File: config.mk
export PLATFORM = sky130hd
export DESIGN_NAME = rv23_wb_arbiter
export DESIGN_NICKNAME = d
export VERILOG_FILES = /design/src/rtl/rv23_pkg.sv /design/src/rtl/rv23_wb_fifo.sv /design/src/rtl/rv23_wb_arbiter.sv
export SDC_FILE = /design/constraint.sdc
export NUM_CORES = 1
export LEC_CHECK = 0
export ABC_AREA = 1
export CORE_UTILIZATION = 40
export DETAILED_ROUTE_END_ITERATION = 12
export PLACE_DENSITY = 0.66
export SLEW_MARGIN = 10
export SYNTH_ARGS = -nofsm -noshare
export SYNTH_HDL_FRONTEND = slang
export SYNTH_SLANG_ARGS = --single-unit
File: constraint.sdc
create_clock -name clk -period 7.45 [get_ports clk]
set_input_delay 0.745 -clock clk [delete_from_list [all_inputs] [get_ports clk]]
set_output_delay 0.745 -clock clk [all_outputs]
set_load 0.01 [all_outputs]
File: src/rtl/rv23_pkg.sv
// Shared types and widths for the rv23 writeback path.
package rv23_pkg;

    localparam int ADDRESS_BITWIDTH = 5;
    localparam int DATA_WIDTH       = 32;
    localparam int NUM_REGS         = 2 ** ADDRESS_BITWIDTH;

    typedef struct packed {
        logic [ADDRESS_BITWIDTH-1:0] rd;
        logic [DATA_WIDTH-1:0]       wd;
    } wb_req_t;

    typedef enum logic {
        WB_SRC_ALU = 1'b0,
        WB_SRC_LSU = 1'b1
    } wb_src_e;

endpackage

File: src/rtl/rv23_wb_fifo.sv
// Small per-requester writeback FIFO; exposes per-slot valid/rd so the
// owner can build the in-flight register mask without extra state.
module rv23_wb_fifo
    import rv23_pkg::*;
#(
    parameter int DEPTH = 2
) (
    input  logic                                   clk,
    input  logic                                   reset,
    input  logic                                   flush,
    input  logic                                   push,
    input  logic                                   pop,
    input  wb_req_t                                din,
    output logic                                   full,
    output logic                                   empty,
    output wb_req_t                                head,
    output logic [DEPTH-1:0]                       ent_vld,
    output logic [DEPTH-1:0][ADDRESS_BITWIDTH-1:0] ent_rd
);

    localparam int PW = $clog2(DEPTH);

    wb_req_t [DEPTH-1:0] mem;
    logic    [DEPTH-1:0] vld;
    logic    [PW-1:0]    wr_ptr;
    logic    [PW-1:0]    rd_ptr;

    // Per-slot valid bits make full/empty a single lookup; pointers wrap
    // naturally because DEPTH is a power of two.
    always_ff @(posedge clk or posedge reset) begin
        if (reset) begin
            vld    <= '0;
            wr_ptr <= '0;
            rd_ptr <= '0;
        end else if (flush) begin
            vld    <= '0;
            wr_ptr <= '0;
            rd_ptr <= '0;
        end else begin
            if (push) begin
                vld[wr_ptr] <= 1'b1;
                wr_ptr      <= wr_ptr + 1'b1;
            end
            if (pop) begin
                vld[rd_ptr] <= 1'b0;
                rd_ptr      <= rd_ptr + 1'b1;
            end
        end
    end

    always_ff @(posedge clk) begin
        if (push && !flush)
            mem[wr_ptr] <= din;
    end

    assign full    = vld[wr_ptr];
    assign empty   = !vld[rd_ptr];
    assign head    = mem[rd_ptr];
    assign ent_vld = vld;

    for (genvar i = 0; i < DEPTH; i++) begin : g_rd
        assign ent_rd[i] = mem[i].rd;
    end

endmodule

File: src/rtl/rv23_wb_arbiter.sv
// Round-robin merge of ALU and LSU writebacks onto the single regfile write
// port, with a registered output stage and a per-register pending mask.
module rv23_wb_arbiter #(
    parameter int ADDRESS_BITWIDTH = rv23_pkg::ADDRESS_BITWIDTH,
    parameter int DATA_WIDTH       = rv23_pkg::DATA_WIDTH,
    parameter int FIFO_DEPTH       = 2
) (
    input  logic                          clk,
    input  logic                          reset,
    input  logic                          flush,
    input  logic                          alu_valid,
    output logic                          alu_ready,
    input  logic [ADDRESS_BITWIDTH-1:0]   alu_rd,
    input  logic [DATA_WIDTH-1:0]         alu_wd,
    input  logic                          lsu_valid,
    output logic                          lsu_ready,
    input  logic [ADDRESS_BITWIDTH-1:0]   lsu_rd,
    input  logic [DATA_WIDTH-1:0]         lsu_wd,
    output logic                          rf_we,
    output logic [ADDRESS_BITWIDTH-1:0]   rf_rd,
    output logic [DATA_WIDTH-1:0]         rf_wd,
    output logic [2**ADDRESS_BITWIDTH-1:0] pending
);

    import rv23_pkg::*;

    localparam int NREG = 2 ** ADDRESS_BITWIDTH;

    wb_req_t alu_din, lsu_din, alu_head, lsu_head, win;
    logic    alu_full, alu_empty, lsu_full, lsu_empty;
    logic    alu_push, lsu_push, alu_pop, lsu_pop, pop;
    wb_src_e last_grant;

    logic [FIFO_DEPTH-1:0]                       alu_ent_vld, lsu_ent_vld;
    logic [FIFO_DEPTH-1:0][ADDRESS_BITWIDTH-1:0] alu_ent_rd, lsu_ent_rd;

    // Ready looks only at registered fullness, never at this cycle's pop.
    assign alu_ready = !alu_full && !flush;
    assign lsu_ready = !lsu_full && !flush;
    assign alu_push  = alu_valid && alu_ready;
    assign lsu_push  = lsu_valid && lsu_ready;
    assign alu_din   = '{rd: alu_rd, wd: alu_wd};
    assign lsu_din   = '{rd: lsu_rd, wd: lsu_wd};

    rv23_wb_fifo #(.DEPTH(FIFO_DEPTH)) u_alu_fifo (
        .clk     (clk),
        .reset   (reset),
        .flush   (flush),
        .push    (alu_push),
        .pop     (alu_pop),
        .din     (alu_din),
        .full    (alu_full),
        .empty   (alu_empty),
        .head    (alu_head),
        .ent_vld (alu_ent_vld),
        .ent_rd  (alu_ent_rd)
    );

    rv23_wb_fifo #(.DEPTH(FIFO_DEPTH)) u_lsu_fifo (
        .clk     (clk),
        .reset   (reset),
        .flush   (flush),
        .push    (lsu_push),
        .pop     (lsu_pop),
        .din     (lsu_din),
        .full    (lsu_full),
        .empty   (lsu_empty),
        .head    (lsu_head),
        .ent_vld (lsu_ent_vld),
        .ent_rd  (lsu_ent_rd)
    );

    // On contention the side that did not win last time goes first.
    always_comb begin
        alu_pop = 1'b0;
        lsu_pop = 1'b0;
        if (!flush) begin
            if (!alu_empty && (lsu_empty || last_grant == WB_SRC_LSU))
                alu_pop = 1'b1;
            else if (!lsu_empty)
                lsu_pop = 1'b1;
        end
    end

    assign pop = alu_pop || lsu_pop;
    assign win = alu_pop ? alu_head : lsu_head;

    always_ff @(posedge clk or posedge reset) begin
        if (reset) begin
            rf_we      <= 1'b0;
            rf_rd      <= '0;
            rf_wd      <= '0;
            last_grant <= WB_SRC_LSU;
        end else if (flush) begin
            rf_we <= 1'b0;
        end else if (pop) begin
            rf_we      <= (win.rd != '0);
            rf_rd      <= win.rd;
            rf_wd      <= win.wd;
            last_grant <= alu_pop ? WB_SRC_ALU : WB_SRC_LSU;
        end else begin
            rf_we <= 1'b0;
        end
    end

    // x0 writes are consumed but never pending.
    always_comb begin
        pending = '0;
        for (int j = 0; j < FIFO_DEPTH; j++) begin
            if (alu_ent_vld[j]) pending[alu_ent_rd[j]] = 1'b1;
            if (lsu_ent_vld[j]) pending[lsu_ent_rd[j]] = 1'b1;
        end
        if (rf_we) pending[rf_rd] = 1'b1;
        pending[0] = 1'b0;
    end

endmodule
==> results of run 1 <==
[per-stage QoR]
| step | area [um^2] | utilization, % |
|---|---|---|
| 2_1_floorplan | 8677 | - |
| 3_3_place_gp | 10410 | 49.23 |
| 3_5_place_dp | 10420 | 49.25 |
| 4_1_cts | 11050 | 52.24 |
| 5_1_grt | 11050 | 52.24 |
| 6_report | 11050 | 52.24 |
[area by class of cell]
cell class                 instances  share of cell area, %
clock inverter                    15                  1.868
inverter                          46                  1.585
sequential                       195                  50.88
timing repair buffer             155                  13.90
clock buffer                      17                  3.850
tap                              275                  3.114
multi-input combinational        540                  24.80
[state kept, by name, indices dropped and copies added (netlist names), 2 cells and up]
name and flops:
u_alu_fifo.mem 64, rf_rd 5, u_lsu_fifo.ent_rd 10, u_alu_fifo.ent_rd 10, u_lsu_fifo.mem 64, rf_wd 32, u_alu_fifo.ent_vld 2, u_lsu_fifo.ent_vld 2
[metal layers]
layer  part of all wire (%)  wire [um]  global-route usage (%)  vias to the layer above
met5                      0          0                       0                        -
met4                    1.8        440                   7.398                        0
met3                    6.0       1456                   2.966                       37
met2                     48      11530                   36.28                      297
met1                     44      10640                   31.10                     3238
li1                       -          -                       -                     3190
[Yosys cell counts, types with 11 or more instances]
cell | instances | area share, %
nand3_1 | 67 | 3.9
inv_1 | 44 | 1.9
nand2_1 | 231 | 10
nor3_1 | 26 | 1.5
o22ai_1 | 27 | 1.9
o211ai_1 | 32 | 2.8
o21ai_0 | 21 | 1.2
or2_2 | 40 | 2.9
a21oi_1 | 21 | 1.2
nor2_1 | 25 | 1.1
edfxtp_1 | 148 | 51
buf_2 | 11 | 0.63
dfrtp_1 | 46 | 13
[worst paths after layout]
kind / start / to / cells past startpoint
setup / recovery: u_lsu_fifo.rd_ptr / rf_wd[19] / 8
hold / removal: rf_wd[18] / rf_wd[18] / 2
setup reg to reg: u_lsu_fifo.rd_ptr / rf_wd[19] / 8
hold reg to reg: rf_wd[18] / rf_wd[18] / 2
max in group asynchronous: reset / u_lsu_fifo.rd_ptr / 2
min in group asynchronous: reset / rf_wd[2] / 2
[cell usage in the layout (no fill, tap or decap), types with 5 or more instances in the layout]
cell             count
edfxtp_1           148
nor3_1              25
clkbuf_16           17
or2_2               40
nand2_1            231
a211o_1              5
o22a_1               5
inv_1               43
clkdlybuf4s50_1    149
o221ai_1             9
dfrtp_1             45
o211ai_1            32
a21oi_1             21
o22ai_1             27
nand3_1             67
buf_4                6
o2111ai_1            9
nor2_1              21
o21ai_0             21
[worst max-delay path, cell delays in order (launching register included)]
cell,delay (ns)
dfrtp_2,0.94
inv_1,0.67
nand2_1,0.26
nand3_2,0.17
nand3_4,0.43
nand2_2,0.67
inv_2,0.70
nand2_1,0.15
nand2_1,0.10
[power by group through the flow]
| stage | clock network, mW | registers [mW] | logic [mW] |
|---|---|---|---|
| after floorplan | 0 | 1.46 | 0.358 |
| after global placement | 0 | 1.49 | 0.727 |
| after detailed placement | 0 | 1.48 | 0.740 |
| after CTS | 0.963 | 1.47 | 0.739 |
| after global routing | 1.00 | 1.49 | 0.810 |
| final | 0.952 | 1.47 | 0.733 |
[logic make-up after synthesis]
logic type | count (synthesis) | share of synthesized area, %
AO/OA/AOI/OAI | 138 | 10.70
buffers and inverters | 76 | 4.037
flip-flops | 195 | 64.79
AND/OR/NAND/NOR | 401 | 20.43
other | 1 | 0.04322
==> results.py, run 1 <==
metrics = {
    "power_and_ir_drop": {
        "ir_drop_uv": 178.8,
        "p_clk_share_pct": 30.2,
        "power_density_nw_per_um2": 285.4,
        "power_leakage_nw": 4.028,
        "p_seq_share_pct": 46.6,
        "swShare_pct": 31.39,
        "p_comb_share_pct": 23.2,
        "total_power_mw": 3.154,
        "net-switching-power_mw": 0.9900,
        "p_int_mw": 2.164,
    },
    "synth": {
        "synth_ff_type": "edfxtp_1",
        "synth-warning-count": 0,
        "ys_seq_area_share_pct": 64.79,
        "yosysUniqueCellTypes": 36,
        "synth_edf_count": 148,
        "syn-num-nets": 890,
        "async_reset_ff_share_pct": 24.10,
        "postSynthAreaPerCell_um2": 10.70,
        "syn_area_um2": 8677,
        "syn_inst": 811,
        "synth_seq_cells": 195,
    },
    "layout": {
        "fin_cells": 1243,
        "nets": 1034,
        "syn_to_final_growth_pct": 27.35,
        "num-fill-cells": 1896,
        "num_antenna_cells": 0,
        "multiInputGateArea_um2": 2740,
        "regArea_um2": 5623,
        "drive_gt1_share_pct": 9.917,
    },
    "routing": {
        "drt_wl_total_mm": 24.07,
        "ant_nets": 0,
        "routedWlPerCell_um": 19.36,
        "vias_per_cell": 5.440,
        "first_pass_iters": 5,
        "vias": 6762,
        "drc": 0,
        "first_iter_violations": 550,
    },
    "placement": {
        "dp.final_hpwl_mm": 16.75,
        "dp.cells": 1211,
        "port_buffers": 149,
        "pre_cts_ws_ns": 3.231,
        "routabilityCongestion": 0.8895,
    },
    "setup_path": {
        "regToRegSetupSlack_ns": 3.24,
        "cp-start-kind": "flip-flop",
        "crit_type": "reg2reg",
        "critPathArrivalTime_ns": 4.59,
        "required_ns": 7.82,
        "cp_max_fo": 47,
        "cp-end-kind": "flip-flop",
    },
    "flow_run": {
        "maxCapViolCount": 0,
    },
    "clocking": {
        "clock-sinks": 195,
        "root_buffer": "clkbuf_16",
        "post_cts_buffers": 0,
        "clkTransAtPathRegs_ns": 0.07,
        "cts_hold_buf": 0,
        "clk_latency_ns": 0.44,
        "clockBufferDepth": 2,
        "ctsResizeCount": 0,
        "numCtsBuffers": 17,
        "cts_tree": "built",
        "cts.htree.levels": 4,
    },
    "die": {
        "die_y_um": 149.3,
        "die-area_um2": 22290,
        "die_w_um": 149.3,
        "core_area_um2": 21150,
        "pin_count": 151,
        "initial_core_util_pct": 41.02,
        "rows": 53,
    },
    "grt": {
        "overflow": 0,
        "grt_usage_pct": 22.39,
        "antenna_found_initial": 0,
        "grt_max_degree": 48,
        "grt_pass1_wl_mm": 36.89,
        "grt_pass1_vias": 6485,
    },
    "sta": {
        "hold_viol_final": 0,
        "tightest_slew_ns": 1.213,
        "finalSetupViolations": 0,
        "period_share_pct": 56.57,
        "relSlewSlack_pct": 18.48,
        "setup_tns_ns": 0,
        "setup_ws_ns": 3.236,
        "whs_ns": 0.4947,
        "fmax_ghz": 0.2373,
        "rsz0062_at_grt": "false",
        "clock_skew_ns": 0.01538,
        "maxSlewViolCount": 0,
        "post-route-min-period_ns": 4.214,
    },
    "run_status": {
        "status": "finished, final reports clean",
    },
    "worst_hold_path": {
        "hold_class": "reg2reg",
    },
}
No activity file was read; power rests on OpenSTA's default activity.
==> run 2, diff against run 1 <==
Clock period 7.45 ns to 4.15 ns, I/O delays scaled along.
==> run 2 against run 1 <==
Via count grew 1.2%. Count of clock-buffer cells in the layout stayed put. Design area increased by 0.51%. Critical path type is now reg2out. Highest routed layer unchanged. Non-clock buffer count is 9 higher.
==> results.py, run 2 (synthesized netlist as in run 1, its figures left out) <==
metrics = {
    "placement": {
        "port_buffers": 149,
        "dp.final_hpwl_mm": 17.43,
        "dp.cells": 1220,
        "routabilityCongestion": 0.9315,
        "pre_cts_ws_ns": 1.298,
    },
    "die": {
        "core_area_um2": 21150,
        "rows": 53,
        "initial_core_util_pct": 41.02,
        "die_w_um": 149.3,
        "pin_count": 151,
        "die-area_um2": 22290,
        "die_y_um": 149.3,
    },
    "sta": {
        "period_share_pct": 76.49,
        "relSlewSlack_pct": 29.89,
        "post-route-min-period_ns": 3.174,
        "fmax_ghz": 0.3150,
        "setup_tns_ns": 0,
        "hold_viol_final": 0,
        "clock_skew_ns": 0.01302,
        "tightest_slew_ns": 1.044,
        "maxSlewViolCount": 0,
        "rsz0062_at_grt": "false",
        "setup_ws_ns": 0.9758,
        "finalSetupViolations": 0,
    },
    "clocking": {
        "cts_tree": "built",
        "root_buffer": "clkbuf_16",
        "cts_hold_buf": 0,
        "ctsResizeCount": 0,
        "cts.htree.levels": 4,
        "clockBufferDepth": 2,
        "numCtsBuffers": 17,
        "clock-sinks": 195,
        "post_cts_buffers": 0,
        "clk_latency_ns": 0.43,
        "clkTransAtPathRegs_ns": 0.08,
    },
    "run_status": {
        "status": "finished, final reports clean",
    },
    "layout": {
        "reg_top3": "u_alu_fifo.mem: 64 flops, u_lsu_fifo.mem: 64 flops, rf_wd: 32 flops",
        "fin_cells": 1252,
        "fin_util_pct": 52.50,
        "nets": 1043,
        "drive_gt1_share_pct": 10.64,
        "syn_to_final_growth_pct": 28.00,
        "num_antenna_cells": 0,
        "final_cell_mix": "nand2_1 (231), clkdlybuf4s50_1 (149), edfxtp_1 (148)",
        "final_common_cell": "nand2_1",
    },
    "routing": {
        "ant_nets": 0,
        "first_pass_iters": 5,
        "routedWlPerCell_um": 19.99,
        "drc": 0,
        "drt_wl_total_mm": 25.03,
        "vias_per_cell": 5.464,
        "vias": 6841,
        "first_iter_violations": 643,
    },
    "setup_path": {
        "worstSetupEndpoint": "pending[30]",
        "crit_start": "rf_we",
        "regToRegSetupSlack_ns": 1.46,
        "r2r_end": "rf_wd[18]",
        "cp-end-kind": "primary output",
        "cp-start-kind": "flip-flop",
        "cp_max_fo": 6,
        "required_ns": 3.73,
        "r2r_cells": 9,
        "r2r_start": "u_alu_fifo.rd_ptr",
        "critPathArrivalTime_ns": 2.76,
        "crit_type": "reg2out",
    },
    "worst_hold_path": {
        "hold_class": "in2async",
    },
    "power_and_ir_drop": {
        "ir_drop_uv": 288.7,
        "power_density_nw_per_um2": 505.0,
        "power_leakage_nw": 4.070,
    },
    "grt": {
        "antenna_found_initial": 0,
        "overflow": 0,
        "grt_pass1_wl_mm": 37.59,
        "grt_usage_pct": 23.03,
        "grt_max_degree": 39,
        "grt_pass1_vias": 6640,
    },
    "flow_run": {
        "maxCapViolCount": 0,
    },
}
-- run 2: changes by cell type in the layout (fill, tap and decap cells not counted) --
cell        delta
inv_12         -2
clkinv_8       +3
clkinv_2       +1
buf_4          +8
bufinv_16      -1
clkinvlp_4     -1
inv_8          -1
nor3_1         +1
clkinv_4       +1
nor3_2         -1
buf_12         +1
-- run 2: cell type report --
class / instances / area [um^2]
Multi-Input combinational cell: 540 / 2735
Fill cell: 1856 / 10050
Tap cell: 275 / 344.1
Clock buffer: 17 / 425.4
Sequential cell: 195 / 5623
Timing Repair Buffer: 164 / 1617
Clock inverter: 15 / 187.7
Inverter: 46 / 175.2
-- run 2: how the worst min path moves through the flow --
stage                     cells past startpoint                    end  startpoint  slack, ns
final                                         2  u_lsu_fifo.ent_vld[1]       reset       0.32
after global routing                          2  u_lsu_fifo.ent_vld[1]       reset       0.36
after CTS                                     2  u_lsu_fifo.ent_vld[1]       reset       0.34
after detailed placement                      2              rf_wd[12]   rf_wd[12]       0.47
after global placement                        2               rf_wd[3]    rf_wd[3]       0.47
after floorplan                               1  u_lsu_fifo.ent_vld[0]       flush       0.48
-- run 2: critical path: stages, from the launching register on --
cell and delay, ns:
dfrtp_1 0.48, inv_1 0.11, nor3_1 0.63, inv_1 0.23
o22ai_1 0.22, or2_2 0.13, clkdlybuf4s50_1 0.52
-- run 2: per-stage QoR --
| step | hold slack (ns) | total power [mW] | cell area, um^2 |
|---|---|---|---|
| 2_1_floorplan | 0.4814 | 3.268 | 8677 |
| 3_3_place_gp | 0.4663 | 3.994 | 10490 |
| 3_5_place_dp | 0.4674 | 4.005 | 10490 |
| 4_1_cts | 0.3360 | 5.629 | 11110 |
| 5_1_grt | 0.3602 | 5.858 | 11110 |
| 6_report | 0.3234 | 5.609 | 11110 |
-- run 2: power by group --
| group | total, mW | switching [mW] | internal, mW |
|---|---|---|---|
| clock network | 1.64 | 0.816 | 0.819 |
| registers | 2.58 | 0.208 | 2.37 |
| logic | 1.39 | 0.753 | 0.638 |
-- run 2: metal layers --
metal | wire (um) | part of all wire (%) | global-route usage [%] | vias to the layer above
met3 | 2057 | 8.2 | 4.618 | 34
met1 | 10920 | 44 | 32.22 | 3256
li1 | - | - | - | 3201
met4 | 493 | 2.0 | 7.296 | 0
met5 | 0 | 0 | 0 | -
met2 | 11550 | 46 | 35.98 | 350
